File: config.mk
export PLATFORM = sky130hd
export DESIGN_NAME = multicycle_control
export DESIGN_NICKNAME = d
export VERILOG_FILES = /design/src/rtl/ctrl_pkg.sv /design/src/rtl/instr_decode.sv /design/src/rtl/multicycle_control.sv
export SDC_FILE = /design/constraint.sdc
export NUM_CORES = 1
export LEC_CHECK = 0
export CAP_MARGIN = 10
export CORE_ASPECT_RATIO = 1.75
export CORE_MARGIN = 4
export CORE_UTILIZATION = 40
export CTS_CLUSTER_DIAMETER = 60
export DETAILED_ROUTE_END_ITERATION = 10
export DONT_BUFFER_PORTS = 1
export PLACE_DENSITY = 0.63
export SETUP_SLACK_MARGIN = 0.15
export SYNTH_ARGS = -nofsm -noshare
export SYNTH_HDL_FRONTEND = slang
export SYNTH_HIERARCHICAL = 1
export SYNTH_SLANG_ARGS = --single-unit
File: constraint.sdc
create_clock -name clk -period 3.25 [get_ports clk]
set_input_delay 0.4875 -clock clk [delete_from_list [all_inputs] [get_ports clk]]
set_output_delay 0.4875 -clock clk [all_outputs]
set_load 0.03 [all_outputs]
File: src/rtl/ctrl_pkg.sv
// rtl/ctrl_pkg.sv - opcodes, ALU op codes, FSM states and instruction classes for multicycle_control
package ctrl_pkg;

  localparam logic [6:0] OP_R      = 7'b0110011;
  localparam logic [6:0] OP_IMM    = 7'b0010011;
  localparam logic [6:0] OP_LOAD   = 7'b0000011;
  localparam logic [6:0] OP_STORE  = 7'b0100011;
  localparam logic [6:0] OP_BRANCH = 7'b1100011;

  localparam logic [6:0] F7_BASE = 7'b0000000;
  localparam logic [6:0] F7_ALT  = 7'b0100000;

  localparam int         ALU_OP_W = 3;
  localparam logic [2:0] ALU_ADD  = 3'd0;
  localparam logic [2:0] ALU_SUB  = 3'd1;
  localparam logic [2:0] ALU_XOR  = 3'd2;
  localparam logic [2:0] ALU_MOV  = 3'd3;
  localparam logic [2:0] ALU_AND  = 3'd4;
  localparam logic [2:0] ALU_OR   = 3'd5;

  typedef enum logic [2:0] {
    S_FETCH,
    S_DECODE,
    S_EXEC,
    S_MEM,
    S_WB,
    S_TRAP
  } state_t;

  typedef enum logic [2:0] {
    C_NONE,
    C_ALU,
    C_IMM,
    C_LOAD,
    C_STORE,
    C_BRANCH
  } iclass_t;

endpackage

File: src/rtl/instr_decode.sv
// rtl/instr_decode.sv - combinational opcode/funct decode into instruction class, ALU op and illegal flag
module instr_decode
  import ctrl_pkg::*;
(
  input  logic [6:0]          opcode,
  input  logic [2:0]          funct3,
  input  logic [6:0]          funct7,
  output iclass_t             iclass,
  output logic [ALU_OP_W-1:0] alu_op,
  output logic                illegal
);

  always_comb begin
    iclass  = C_NONE;
    alu_op  = ALU_ADD;
    illegal = 1'b0;
    case (opcode)
      OP_R: begin
        iclass = C_ALU;
        case ({funct7, funct3})
          {F7_BASE, 3'b000}: alu_op = ALU_ADD;
          {F7_ALT,  3'b000}: alu_op = ALU_SUB;
          {F7_BASE, 3'b100}: alu_op = ALU_XOR;
          {F7_BASE, 3'b111}: alu_op = ALU_AND;
          {F7_BASE, 3'b110}: alu_op = ALU_OR;
          default: begin
            iclass  = C_NONE;
            illegal = 1'b1;
          end
        endcase
      end
      OP_IMM: begin
        iclass = C_IMM;
        alu_op = ALU_MOV;
      end
      OP_LOAD: begin
        if (funct3 == 3'b010) iclass = C_LOAD;
        else                  illegal = 1'b1;
      end
      OP_STORE: begin
        if (funct3 == 3'b010) iclass = C_STORE;
        else                  illegal = 1'b1;
      end
      OP_BRANCH: begin
        if (funct3 == 3'b000) begin
          iclass = C_BRANCH;
          alu_op = ALU_SUB;
        end else begin
          illegal = 1'b1;
        end
      end
      default: illegal = 1'b1;
    endcase
  end

endmodule

File: src/rtl/multicycle_control.sv
// rtl/multicycle_control.sv - multi-cycle RISC-V control FSM with memory handshake watchdog, instret and trap flags
module multicycle_control
  import ctrl_pkg::*;
#(
  parameter int ALU_CTRL_W = 4,
  parameter int TIMEOUT    = 16,
  parameter int CNT_W      = 32
) (
  input  logic                  clk,
  input  logic                  rst,
  input  logic [6:0]            opcode,
  input  logic [2:0]            funct3,
  input  logic [6:0]            funct7,
  input  logic                  alu_zero,
  input  logic                  mem_ready,
  output logic                  mem_req,
  output logic                  mem_we,
  output logic                  ir_write,
  output logic                  pc_write,
  output logic                  pc_src,
  output logic                  reg_write,
  output logic                  alu_src,
  output logic                  mem_to_reg,
  output logic [ALU_CTRL_W-1:0] alu_control,
  output logic                  illegal,
  output logic                  bus_err,
  output logic [CNT_W-1:0]      instret
);

  localparam int                WAIT_W    = $clog2(TIMEOUT + 1);
  localparam logic [WAIT_W-1:0] WAIT_LAST = WAIT_W'(TIMEOUT - 1);

  state_t                state, next_state;
  iclass_t               cls_q, cls_n, dec_cls;
  logic [ALU_OP_W-1:0]   alu_q, alu_n, dec_alu;
  logic                  dec_illegal;
  logic [WAIT_W-1:0]     wait_cnt;
  logic                  req_done, req_wait, timeout_hit, retire;
  logic                  mem_req_n, mem_we_n, reg_write_n, mem_to_reg_n, alu_src_n, pc_src_n;
  logic [ALU_CTRL_W-1:0] alu_control_n;

  instr_decode u_decode (
    .opcode  (opcode),
    .funct3  (funct3),
    .funct7  (funct7),
    .iclass  (dec_cls),
    .alu_op  (dec_alu),
    .illegal (dec_illegal)
  );

  // mem_req is the registered request, so a mem_ready while it is low never completes anything
  assign req_done    = mem_req && mem_ready;
  assign req_wait    = mem_req && !mem_ready;
  assign timeout_hit = req_wait && (wait_cnt == WAIT_LAST);

  assign ir_write = !rst && (state == S_FETCH) && req_done;
  assign pc_write = ir_write || (!rst && (state == S_EXEC) && (cls_q == C_BRANCH) && alu_zero);
  assign retire   = ((state == S_EXEC) && (cls_q == C_BRANCH))
                 || ((state == S_MEM) && (cls_q == C_STORE) && req_done)
                 || (state == S_WB);

  assign cls_n = (state == S_DECODE) ? dec_cls : cls_q;
  assign alu_n = (state == S_DECODE) ? dec_alu : alu_q;

  always_comb begin
    next_state = state;
    case (state)
      S_FETCH: begin
        if (req_done)         next_state = S_DECODE;
        else if (timeout_hit) next_state = S_TRAP;
      end
      S_DECODE: next_state = dec_illegal ? S_TRAP : S_EXEC;
      S_EXEC: begin
        case (cls_q)
          C_LOAD, C_STORE: next_state = S_MEM;
          C_BRANCH:        next_state = S_FETCH;
          default:         next_state = S_WB;
        endcase
      end
      S_MEM: begin
        if (req_done)         next_state = (cls_q == C_LOAD) ? S_WB : S_FETCH;
        else if (timeout_hit) next_state = S_TRAP;
      end
      S_WB:    next_state = S_FETCH;
      default: next_state = S_TRAP;
    endcase
  end

  // Moore outputs are computed for the state being entered and registered with it
  always_comb begin
    mem_req_n     = (next_state == S_FETCH) || (next_state == S_MEM);
    mem_we_n      = (next_state == S_MEM) && (cls_n == C_STORE);
    reg_write_n   = (next_state == S_WB);
    mem_to_reg_n  = (next_state == S_WB) && (cls_n == C_LOAD);
    alu_src_n     = (next_state == S_EXEC) && (cls_n inside {C_IMM, C_LOAD, C_STORE});
    pc_src_n      = (next_state == S_EXEC) && (cls_n == C_BRANCH);
    alu_control_n = (next_state == S_EXEC) ? ALU_CTRL_W'(alu_n) : '0;
  end

  always_ff @(posedge clk) begin
    if (rst) begin
      state       <= S_FETCH;
      cls_q       <= C_NONE;
      alu_q       <= ALU_ADD;
      wait_cnt    <= '0;
      mem_req     <= 1'b0;
      mem_we      <= 1'b0;
      reg_write   <= 1'b0;
      mem_to_reg  <= 1'b0;
      alu_src     <= 1'b0;
      pc_src      <= 1'b0;
      alu_control <= '0;
      illegal     <= 1'b0;
      bus_err     <= 1'b0;
      instret     <= '0;
    end else begin
      state       <= next_state;
      cls_q       <= cls_n;
      alu_q       <= alu_n;
      mem_req     <= mem_req_n;
      mem_we      <= mem_we_n;
      reg_write   <= reg_write_n;
      mem_to_reg  <= mem_to_reg_n;
      alu_src     <= alu_src_n;
      pc_src      <= pc_src_n;
      alu_control <= alu_control_n;
      if (next_state != state) wait_cnt <= '0;
      else if (req_wait)       wait_cnt <= wait_cnt + WAIT_W'(1);
      if ((state == S_DECODE) && dec_illegal) illegal <= 1'b1;
      if (timeout_hit)                        bus_err <= 1'b1;
      if (retire)                             instret <= instret + CNT_W'(1);
    end
  end

endmodule

==> flow_metrics.py <==
metrics = {
    "status": {
        "status": "complete, no violations",
    },
    "cells_and_area": {
        "drive_gt1_frac": 0.133,
        "antenna_cells": 0,
        "utilization": 0.440,
        "fillerInstances": 776,
        "nets": 391,
        "layout_commonest_cell": "dfxtp_1",
        "final_cell_mix": "dfxtp_1, nor2_1, nand2_1, nor2b_1, mux2_2",
        "largest_reg_flops": 32,
        "syn2layout_area_growth_pct": 6.39,
        "max_flop_register": "instret",
        "top_regs": "instret (32), wait_cnt (5)",
    },
    "worst_setup_path": {
        "path_cells": "and4_1 > nand4_2 > a2111oi_1 > mux2_2",
        "worstPathRequired_ns": 3.44,
        "critPathMaxFanout": 15,
        "critPathBufInv": 0,
        "slowest_stage": "dfxtp_1",
        "cp-start-kind": "flop",
        "path_delay_family": "simple AND/OR/NAND/NOR gates",
        "critPathKind": "flop to flop",
        "max_stage_delay_ns": 0.60,
        "arrival_ns": 2.56,
        "end_kind": "flop",
    },
    "drt": {
        "first_pass_iters": 4,
        "via_per_inst": 5.83,
        "routed_wl_um": 7220,
        "remaining_drc_errors": 0,
        "drt.antenna.violating_nets": 0,
        "drt_iter0_drc": 126,
        "post_drt_wl_per_cell_um": 15.8,
        "num_vias": 2659,
    },
    "synth": {
        "synthFlopType": "dfxtp_1",
        "avgSynthCellArea_um2": 8.38,
        "ys_ff_latch": 54,
        "synth-seq-area-share": 0.341,
        "yosys_warnings": 6,
        "async_reset_ff_frac": 0,
        "synth_area_leaders": "dfxtp_1, mux2_2, nor2_1",
        "synth_top_area_share": 0.341,
        "synth_top_area_cell": "dfxtp_1",
        "yosysUniqueCellTypes": 64,
        "synth-edff-count": 0,
        "synth_area_mm2": 0.00317,
        "synthCells": 379,
        "synth_fp_nets": 403,
    },
    "job": {
        "maxCapViolations": 0,
    },
    "placement": {
        "gp_congestion": 0.733,
        "pre_cts_slack_ns": 0.712,
        "port_buffers": 0,
        "hpwl_um": 5380,
    },
    "global_routing": {
        "grt_max_degree": 84,
        "antenna_found_initial": 0,
        "grt_usage": 0.154,
        "grt_pass1_vias": 2567,
        "grt_pass1_wl_um": 11700,
        "grt-ovfl-total": 0,
    },
    "clock_network": {
        "postCtsSetupBuffers": 0,
        "clk_latency_ns": 0.29,
        "ctsHoldBuffers": 0,
        "clk_pin_slew_worst_paths_ns": 0.07,
        "cts.path.max_buffers": 2,
        "cts_tree": "yes",
        "cts_resized": 0,
        "cts_max_level": 2,
        "numCtsBuffers": 5,
        "root_buffer": "clkbuf_16",
        "cts_sinks": 54,
    },
    "timing": {
        "rsz0062_at_grt": "false",
        "period_minus_slack_ns": 2.38,
        "slew_headroom": 0.541,
        "timing.fmax_mhz": 420,
        "post-route-period-util": 0.732,
        "tightestPinTransition_ns": 0.686,
        "setup_violations": 0,
        "hold_violations": 0,
        "finalSetupTns_ns": 0,
        "worst_slack_ns": 0.872,
        "skew_ns": 0.00595,
        "maxSlewViolCount": 0,
    },
    "power": {
        "p_int_mw": 1.09,
        "power_switching_uw": 349,
        "clkPwrFrac": 0.419,
        "p_per_area_mw_per_mm2": 425,
        "leakagePower_nw": 1.18,
        "power_frac_comb": 0.082,
        "seq_power_share": 0.499,
        "vdd_drop_max_mv": 0.243,
        "swShare": 0.243,
    },
    "floorplanning": {
        "die_area_mm2": 0.00948,
        "design.portCount": 67,
        "coreArea_mm2": 0.00767,
        "rows": 42,
        "initial_core_util": 0.414,
        "die-height_um": 126,
        "fp.dieW_um": 75.3,
    },
    "worst_hold_path": {
        "hold_path.class": "primary input to flop",
    },
}
## layer usage
layer  GRT usage  wire length [um]
met4      0.0463                91
met1       0.151              2580
met5           0                 0
met3      0.0478               561
met2       0.293              3990
## power by group through the flow
stage                     Clock (mW)  Sequential, mW  Combinational, mW
after global placement             0           0.733              0.115
after global routing           0.644           0.721              0.135
after CTS                      0.623           0.718              0.118
final                          0.602           0.717              0.117
after detailed placement           0           0.733              0.118
after floorplan                    0           0.720              0.119
## cell usage after synthesis, types with 3 or more instances
library cell and count:
nor4_1 7, a21oi_1 18, nand2_1 29, inv_1 11, buf_1 3, nor3_1 9, and2_1 4, o21ai_0 7
a211oi_1 15, nor2_1 48, mux2_2 25, clkbuf_1 14, and3_1 4, nand3b_1 6, nand4_1 5, nor2b_1 28
and4_1 7, nand3_1 13, o211ai_1 4, dfxtp_1 54, a2111oi_1 3, ha_1 3, buf_2 4, mux2_1 4
## final timing paths
kind,startpoint,to,slack (ns),depth (start not counted)
setup / recovery,instret[3]$_SDFFE_PP0P_,instret[27]$_SDFFE_PP0P_,0.87,4
hold / removal,rst,cls_q[0]$_SDFF_PP0_,0.26,1
setup reg to reg,instret[3]$_SDFFE_PP0P_,instret[27]$_SDFFE_PP0P_,0.87,4
hold reg to reg,wait_cnt[4]$_SDFFE_PP0N_,wait_cnt[4]$_SDFFE_PP0N_,0.50,2
## cell families (layout without fill, tap and decap cells)
| group | Yosys count | count (layout) | share of synthesized area |
|---|---|---|---|
| simple gates | 181 | 181 | 0.313 |
| compound gates | 71 | 71 | 0.168 |
| flops | 54 | 54 | 0.341 |
| buf+inv | 34 | 23 | 0.0453 |
| mux | 31 | 31 | 0.109 |
| xor+xnor | 4 | 4 | 0.0110 |
| fa+ha+maj | 3 | 3 | 0.0118 |
| other cells | 1 | 1 | 0.00118 |
## worst register-to-register path: cells and delay by family, from the launching register on
family             cells  cell delay, ns
DFF                    1            0.60
and+or+nand+nor        2            0.80
AOI/OAI and AO/OA      1            0.50
muxes                  1            0.37
## area by class of cell
type	instances	area, um2	area share
multi-input combinational	291	1950	0.577
sequential	54	1080	0.320
clock buffer	5	125	0.0371
tap	88	110	0.0326
inverter	11	41.3	0.0122
clock inverter	3	40.0	0.0119
timing repair buffer	4	30.0	0.00889
## metrics by stage
step                cell area (um2)  hold WS [ns]  std cells  power (mW)
global route                   3380         0.251        456        1.50
floorplan                      3170         0.469        379       0.839
detailed placement             3210         0.498        448       0.851
global placement               3210         0.485        448       0.848
finish                         3380         0.263        456        1.44
CTS                            3380         0.253        456        1.46
(Power assumes the default switching activity.)
